<file path="config.mk">
export PLATFORM = sky130hd
export DESIGN_NAME = clb_cfg_loader
export DESIGN_NICKNAME = d
export VERILOG_FILES = /design/src/rtl/clb_cfg_loader.sv
export SDC_FILE = /design/constraint.sdc
export NUM_CORES = 1
export LEC_CHECK = 0
export CORE_MARGIN = 2
export CORE_UTILIZATION = 36
export CTS_CLUSTER_DIAMETER = 40
export DETAILED_ROUTE_END_ITERATION = 10
export GPL_ROUTABILITY_DRIVEN = 0
export PLACE_DENSITY = 0.66
export RECOVER_POWER = 50
export SLEW_MARGIN = 20
export SYNTH_ARGS = -nofsm -noshare
export SYNTH_HDL_FRONTEND = slang
export SYNTH_SLANG_ARGS = --single-unit
</file>
<file path="constraint.sdc">
create_clock -name clk -period 2 [get_ports clk]
set_clock_uncertainty 0.05 [all_clocks]
set_input_delay 0.4 -clock clk [delete_from_list [all_inputs] [get_ports clk]]
set_output_delay 0.4 -clock clk [all_outputs]
set_load 0.005 [all_outputs]
</file>
<file path="src/rtl/clb_cfg_loader.sv">
// Serial configuration loader: hunts for a sync word, shifts one frame per CLB
// into shadow storage, verifies an XOR checksum and commits the image atomically.
module clb_cfg_loader #(
    parameter int unsigned NUM_CLB   = 4,
    parameter logic [15:0] SYNC_WORD = 16'hA5C3
) (
    input  logic                  clk,
    input  logic                  rst_n,
    input  logic                  cfg_din,
    input  logic                  cfg_valid,
    output logic                  cfg_ready,
    input  logic                  cfg_abort,
    output logic [16*NUM_CLB-1:0] cfg_lut_mem,
    output logic [NUM_CLB-1:0]    cfg_sel_ff,
    output logic                  cfg_busy,
    output logic                  cfg_done,
    output logic                  cfg_error
);

    localparam int unsigned LUT_W     = 16;
    localparam int unsigned FRAME_W   = LUT_W + 1;
    localparam int unsigned LOAD_BITS = FRAME_W * NUM_CLB;
    localparam int unsigned CNT_W     = $clog2(LOAD_BITS + 1);
    localparam int unsigned FBIT_W    = $clog2(FRAME_W);
    localparam int unsigned MEM_W     = LUT_W * NUM_CLB;

    typedef enum logic [1:0] {
        ST_SYNC   = 2'd0,
        ST_LOAD   = 2'd1,
        ST_CHECK  = 2'd2,
        ST_COMMIT = 2'd3
    } state_e;

    state_e               state_q,   state_d;
    logic [LUT_W-1:0]     hunt_q,    hunt_d;
    logic [CNT_W-1:0]     cnt_q,     cnt_d;
    logic [FBIT_W-1:0]    fbit_q,    fbit_d;
    logic [LUT_W-1:0]     xor_q,     xor_d;
    logic [LUT_W-1:0]     csum_q,    csum_d;
    logic [LOAD_BITS-1:0] shadow_q,  shadow_d;
    logic [MEM_W-1:0]     lut_mem_q, lut_mem_d;
    logic [NUM_CLB-1:0]   sel_ff_q,  sel_ff_d;
    logic                 busy_q,    busy_d;
    logic                 ready_q,   ready_d;
    logic                 done_q,    done_d;
    logic                 error_q,   error_d;

    logic [LUT_W-1:0]     hunt_shift;
    logic [LUT_W-1:0]     csum_shift;
    logic [MEM_W-1:0]     shadow_lut;
    logic [NUM_CLB-1:0]   shadow_sel;

    // Frame 0 arrives first, so it ends up at the top of the shadow shift register
    always_comb begin
        shadow_lut = '0;
        shadow_sel = '0;
        for (int unsigned k = 0; k < NUM_CLB; k++) begin
            shadow_lut[LUT_W*k +: LUT_W] = shadow_q[LOAD_BITS-1-FRAME_W*k -: LUT_W];
            shadow_sel[k]                = shadow_q[LOAD_BITS-FRAME_W-FRAME_W*k];
        end
    end

    // Next-state and datapath updates; abort wins over bit acceptance and commit
    always_comb begin
        state_d    = state_q;
        hunt_d     = hunt_q;
        cnt_d      = cnt_q;
        fbit_d     = fbit_q;
        xor_d      = xor_q;
        csum_d     = csum_q;
        shadow_d   = shadow_q;
        lut_mem_d  = lut_mem_q;
        sel_ff_d   = sel_ff_q;
        done_d     = done_q;
        error_d    = error_q;
        hunt_shift = {hunt_q[LUT_W-2:0], cfg_din};
        csum_shift = {csum_q[LUT_W-2:0], cfg_din};

        unique case (state_q)
            ST_SYNC: begin
                if (cfg_abort) begin
                    hunt_d = '0;
                end else if (cfg_valid) begin
                    hunt_d = hunt_shift;
                    if (hunt_shift == SYNC_WORD) begin
                        state_d = ST_LOAD;
                        hunt_d  = '0;
                        cnt_d   = '0;
                        fbit_d  = '0;
                        xor_d   = '0;
                        done_d  = 1'b0;
                        error_d = 1'b0;
                    end
                end
            end
            ST_LOAD: begin
                if (cfg_abort) begin
                    state_d = ST_SYNC;
                    hunt_d  = '0;
                end else if (cfg_valid) begin
                    shadow_d = {shadow_q[LOAD_BITS-2:0], cfg_din};
                    if (fbit_q == FBIT_W'(LUT_W - 1)) begin
                        xor_d = xor_q ^ {shadow_q[LUT_W-2:0], cfg_din};
                    end
                    fbit_d = (fbit_q == FBIT_W'(FRAME_W - 1)) ? '0 : fbit_q + FBIT_W'(1);
                    cnt_d  = cnt_q + CNT_W'(1);
                    if (cnt_q == CNT_W'(LOAD_BITS - 1)) begin
                        state_d = ST_CHECK;
                        cnt_d   = '0;
                    end
                end
            end
            ST_CHECK: begin
                if (cfg_abort) begin
                    state_d = ST_SYNC;
                    hunt_d  = '0;
                end else if (cfg_valid) begin
                    csum_d = csum_shift;
                    cnt_d  = cnt_q + CNT_W'(1);
                    if (cnt_q == CNT_W'(LUT_W - 1)) begin
                        cnt_d = '0;
                        if (csum_shift == xor_q) begin
                            state_d = ST_COMMIT;
                        end else begin
                            state_d = ST_SYNC;
                            hunt_d  = '0;
                            error_d = 1'b1;
                        end
                    end
                end
            end
            ST_COMMIT: begin
                state_d = ST_SYNC;
                hunt_d  = '0;
                if (!cfg_abort) begin
                    lut_mem_d = shadow_lut;
                    sel_ff_d  = shadow_sel;
                    done_d    = 1'b1;
                end
            end
            default: begin
                state_d = ST_SYNC;
                hunt_d  = '0;
            end
        endcase

        busy_d  = (state_d != ST_SYNC);
        ready_d = (state_d != ST_COMMIT);
    end

    // State and datapath registers
    always_ff @(posedge clk or negedge rst_n) begin
        if (!rst_n) begin
            state_q   <= ST_SYNC;
            hunt_q    <= '0;
            cnt_q     <= '0;
            fbit_q    <= '0;
            xor_q     <= '0;
            csum_q    <= '0;
            shadow_q  <= '0;
            lut_mem_q <= '0;
            sel_ff_q  <= '0;
            busy_q    <= 1'b0;
            ready_q   <= 1'b1;
            done_q    <= 1'b0;
            error_q   <= 1'b0;
        end else begin
            state_q   <= state_d;
            hunt_q    <= hunt_d;
            cnt_q     <= cnt_d;
            fbit_q    <= fbit_d;
            xor_q     <= xor_d;
            csum_q    <= csum_d;
            shadow_q  <= shadow_d;
            lut_mem_q <= lut_mem_d;
            sel_ff_q  <= sel_ff_d;
            busy_q    <= busy_d;
            ready_q   <= ready_d;
            done_q    <= done_d;
            error_q   <= error_d;
        end
    end

    assign cfg_ready   = ready_q;
    assign cfg_busy    = busy_q;
    assign cfg_done    = done_q;
    assign cfg_error   = error_q;
    assign cfg_lut_mem = lut_mem_q;
    assign cfg_sel_ff  = sel_ff_q;

endmodule

</file>
==> results by group <==
Outcome
  – Outcome: complete, but fails checks
  – Failing checks: setup timing

Global route
  – Largest net degree at the start of global routing: 78
  – Gr usage total: 14.8%
  – Vias in the first global route: 5748
  – First-pass GRT wire length: between 20000 and 30000 um
  – GR Overflow Total: 0
  – Antenna violations before repair: 0

Yosys
  – Main synth FF type: dfrtp_1
  – Top-area cell type share of the netlist area: 60.3%
  – Area leader, netlist: dfrtp_1
  – Ranking of synthesized cells by area: dfrtp_1, mux2_2, o21ai_0
  – Register area share after synthesis: 60.7%
  – YS warnings: 0
  – Syn nets: 612
  – Cells after synthesis: 599
  – Synth cell count leaders: dfrtp_1, mux2_2, o21ai_0
  – Synthesized area: 8250 um^2
  – Mapped Avg Cell Area: 13.8 um^2
  – Async SR Flop Fraction: 100%
  – Most common cell in the netlist: dfrtp_1
  – Synth unique cells: 51
  – Synth Register Bits: 200
  – Post-synth EDFFs: 0

Setup path
  – Worst EP required: 2320 ps
  – Highest-delay cell along the critical path: dfrtp_1
  – CP Launch Type: flop
  – Crit end category: flop
  – Max FO, Critical Path: 7
  – Critical Path, Cell by Cell: xor2_1, nor4_1, buf_4, nand4_1, and2_4, buf_6, o22ai_4, clkbuf_16, a22o_1
  – Crit path arrival time: 2370 ps
  – Critical path's largest stage delay: approximately 400 ps
  – CP Class: reg2reg
  – Worst Reg-to-Reg Cells: 9

Drt
  – DRT iter0 DRCs: 251
  – Metal2 WL: 8700 um
  – Via count: 5310
  – Max Used Layer: met4
  – Final wirelength: 17100 um
  – Vias per Instance: 5.09
  – Drt pass-1 iters: 5
  – Residual DRC: 0
  – WL met3: 863 um
  – M1 WL: between 7000 and 8000 um
  – Final ANT Viol Nets: 0
  – DR WL/cell: 16.4 um

STA
  – Setup TNS Final: -470 ps
  – Setup slack after layout: -54.2 ps
  – Final Critical Period: 2050 ps
  – Unrepaired setup endpoints after global routing: yes
  – Tcrit/Tclk final: 103%
  – Max Freq: 487 MHz
  – Max_slew headroom: 31.8%
  – Worst Tran Pin Value: 1020 ps
  – Fin. max-slew vios: 0
  – Endpoints failing hold: 0
  – Endpoints failing setup: 15

Clocking
  – CTS Root Buffer Type: clkbuf_16
  – CTS tree: yes
  – CTS buffer count: 17
  – H-tree depth: 4
  – Reg clk slew, reported paths: 70 ps
  – CTS Buffer Depth: 2
  – Clock sinks: 200
  – Clk Latency, worst-skew pair: 430 ps

Flow run
  – Number of max-cap violations: 0

Layout
  – Nets: 760
  – Area Growth Syn to Fin: 27.9%
  – Ant. Diodes: 0
  – Layout cell share with drive strength beyond 1: 37.7%

Power
  – Leakage power: around 5.2 nW
  – Total power: 7.53 mW
  – Peak VDD IR: 0.637 mV
  – Cell area power density: 713 nW/um^2

Worst hold path
  – Min-Delay Path Class: reg2reg
  – Hold Crit Depth: 1

Placed design
  – Detailed placer's ending HPWL: 11600 um
  – IO buf count: between 70 and 80
  – Pre-CTS WS: -494 ps

Die
  – Core ar.: 22600 um^2
  – Die X: between 150 and 200 um
  – Starting Density: 36.6%
  – Site Rows: 55
  – Ports: 77
  – Die H: 155 um
  – Die footprint: 24100 um^2
==> cells in the final DEF (no fill, tap or decap), types with 3 or more instances in the layout <==
cell,n
nand2_1,11
nor2_1,29
ha_2,3
inv_1,9
o21ai_0,31
a21oi_1,6
inv_6,5
clkdlybuf4s50_1,75
clkbuf_1,3
nand2b_1,19
xor2_1,16
and3_1,3
dfrtp_1,198
buf_12,4
clkbuf_4,4
a22o_1,16
mux2_2,151
nand3_1,8
o21ai_1,16
clkbuf_16,18
ha_1,5
buf_6,3
o31ai_1,6
buf_4,63
==> path summary, 6_finish.rpt <==
path / startpoint / endpoint / slack (ps)
setup / recovery: xor_q[5] / hunt_q[6] / -50
setup reg to reg: xor_q[5] / hunt_q[6] / -50
min in group asynchronous: rst_n / shadow_q[47] / 740
hold / removal: cfg_lut_mem[40] / cfg_lut_mem[40] / 460
max in group asynchronous: rst_n / cfg_lut_mem[56] / 390
hold reg to reg: cfg_lut_mem[40] / cfg_lut_mem[40] / 460
==> cell families after synthesis <==
kind of cell / count (synthesis) / share of synthesized area (%)
adder cells (fa/ha/maj): 8 / 1.21
flip-flops: 200 / 60.7
buffers and inverters: 35 / 1.80
AO/OA/AOI/OAI: 91 / 7.17
multiplexers: 151 / 20.6
AND/OR/NAND/NOR: 98 / 6.84
XOR/XNOR: 16 / 1.70
==> report_power, final <==
part	leakage, nW	internal (mW)	switching (mW)	total, mW
Combinational	2.12	0.0383	0.108	0.147
Sequential	2.78	4.05	0.00330	4.05
Clock	0.278	1.81	1.52	3.33
Total	5.18	5.89	1.64	7.53
==> sequential cells by signal, summed over array words and instances (netlist names) <==
| register | count |
|---|---|
| cfg_busy | 1 |
| cfg_done | 1 |
| cfg_error | 1 |
| cfg_lut_mem | 64 |
| cfg_ready | 1 |
| cfg_sel_ff | 4 |
| cnt_q | 7 |
| csum_q | 15 |
| fbit_q | 5 |
| hunt_q | 15 |
| shadow_q | 68 |
| state_q | 2 |
| xor_q | 16 |
==> through the flow <==
| step | cells | instance area, um^2 | utilization [%] | hold WS [ps] |
|---|---|---|---|---|
| finish | 1043 | 10600 | 46.8 | 456 |
| global route | 1043 | 10600 | 46.8 | 472 |
| CTS | 1030 | 10500 | 46.5 | 461 |
| detailed placement | 995 | 9840 | 43.6 | 412 |
| global placement | 995 | 9840 | 43.6 | 401 |
| floorplan | 599 | 8250 | - | 54.4 |
==> area by class of cell <==
type                    instances  area [um^2]
well taps                     285          357
repair buffers                153         1410
inverters                      11         41.3
flip-flops and latches        200         5010
clock inverters                10          109
multi-input cells             364         3180
fillers                      1938        12000
clock buffers                  20          457
==> critical path, delay by kind of cell (launching register included) <==
family / cells / cell delay [ps]
and+or+nand+nor: 3 / 590
xor gates and xnor gates: 1 / 170
DFF: 1 / 400
buffers and inverters: 3 / 500
AOI/OAI and AO/OA: 2 / 300
==> repair_timing <==
action | in CTS | in global routing
hold buffers | 1 | 0
endpoints found under the setup margin | 17 | 96
hold endpoints to repair | 148 | 0
pin swaps | 19 | 7
setup buffers | 3 | 13
resized for setup | 9 | 30
cloned | 1 | 0
==> routing by layer <==
metal / up-vias / GRT usage (%)
met2: 124 / 25.0
met5: - / 0
met3: 30 / 4.37
li1: 2440 / -
met4: 0 / 5.59
met1: 2716 / 17.8
Note: power is estimated with default switching activity, not from simulation.
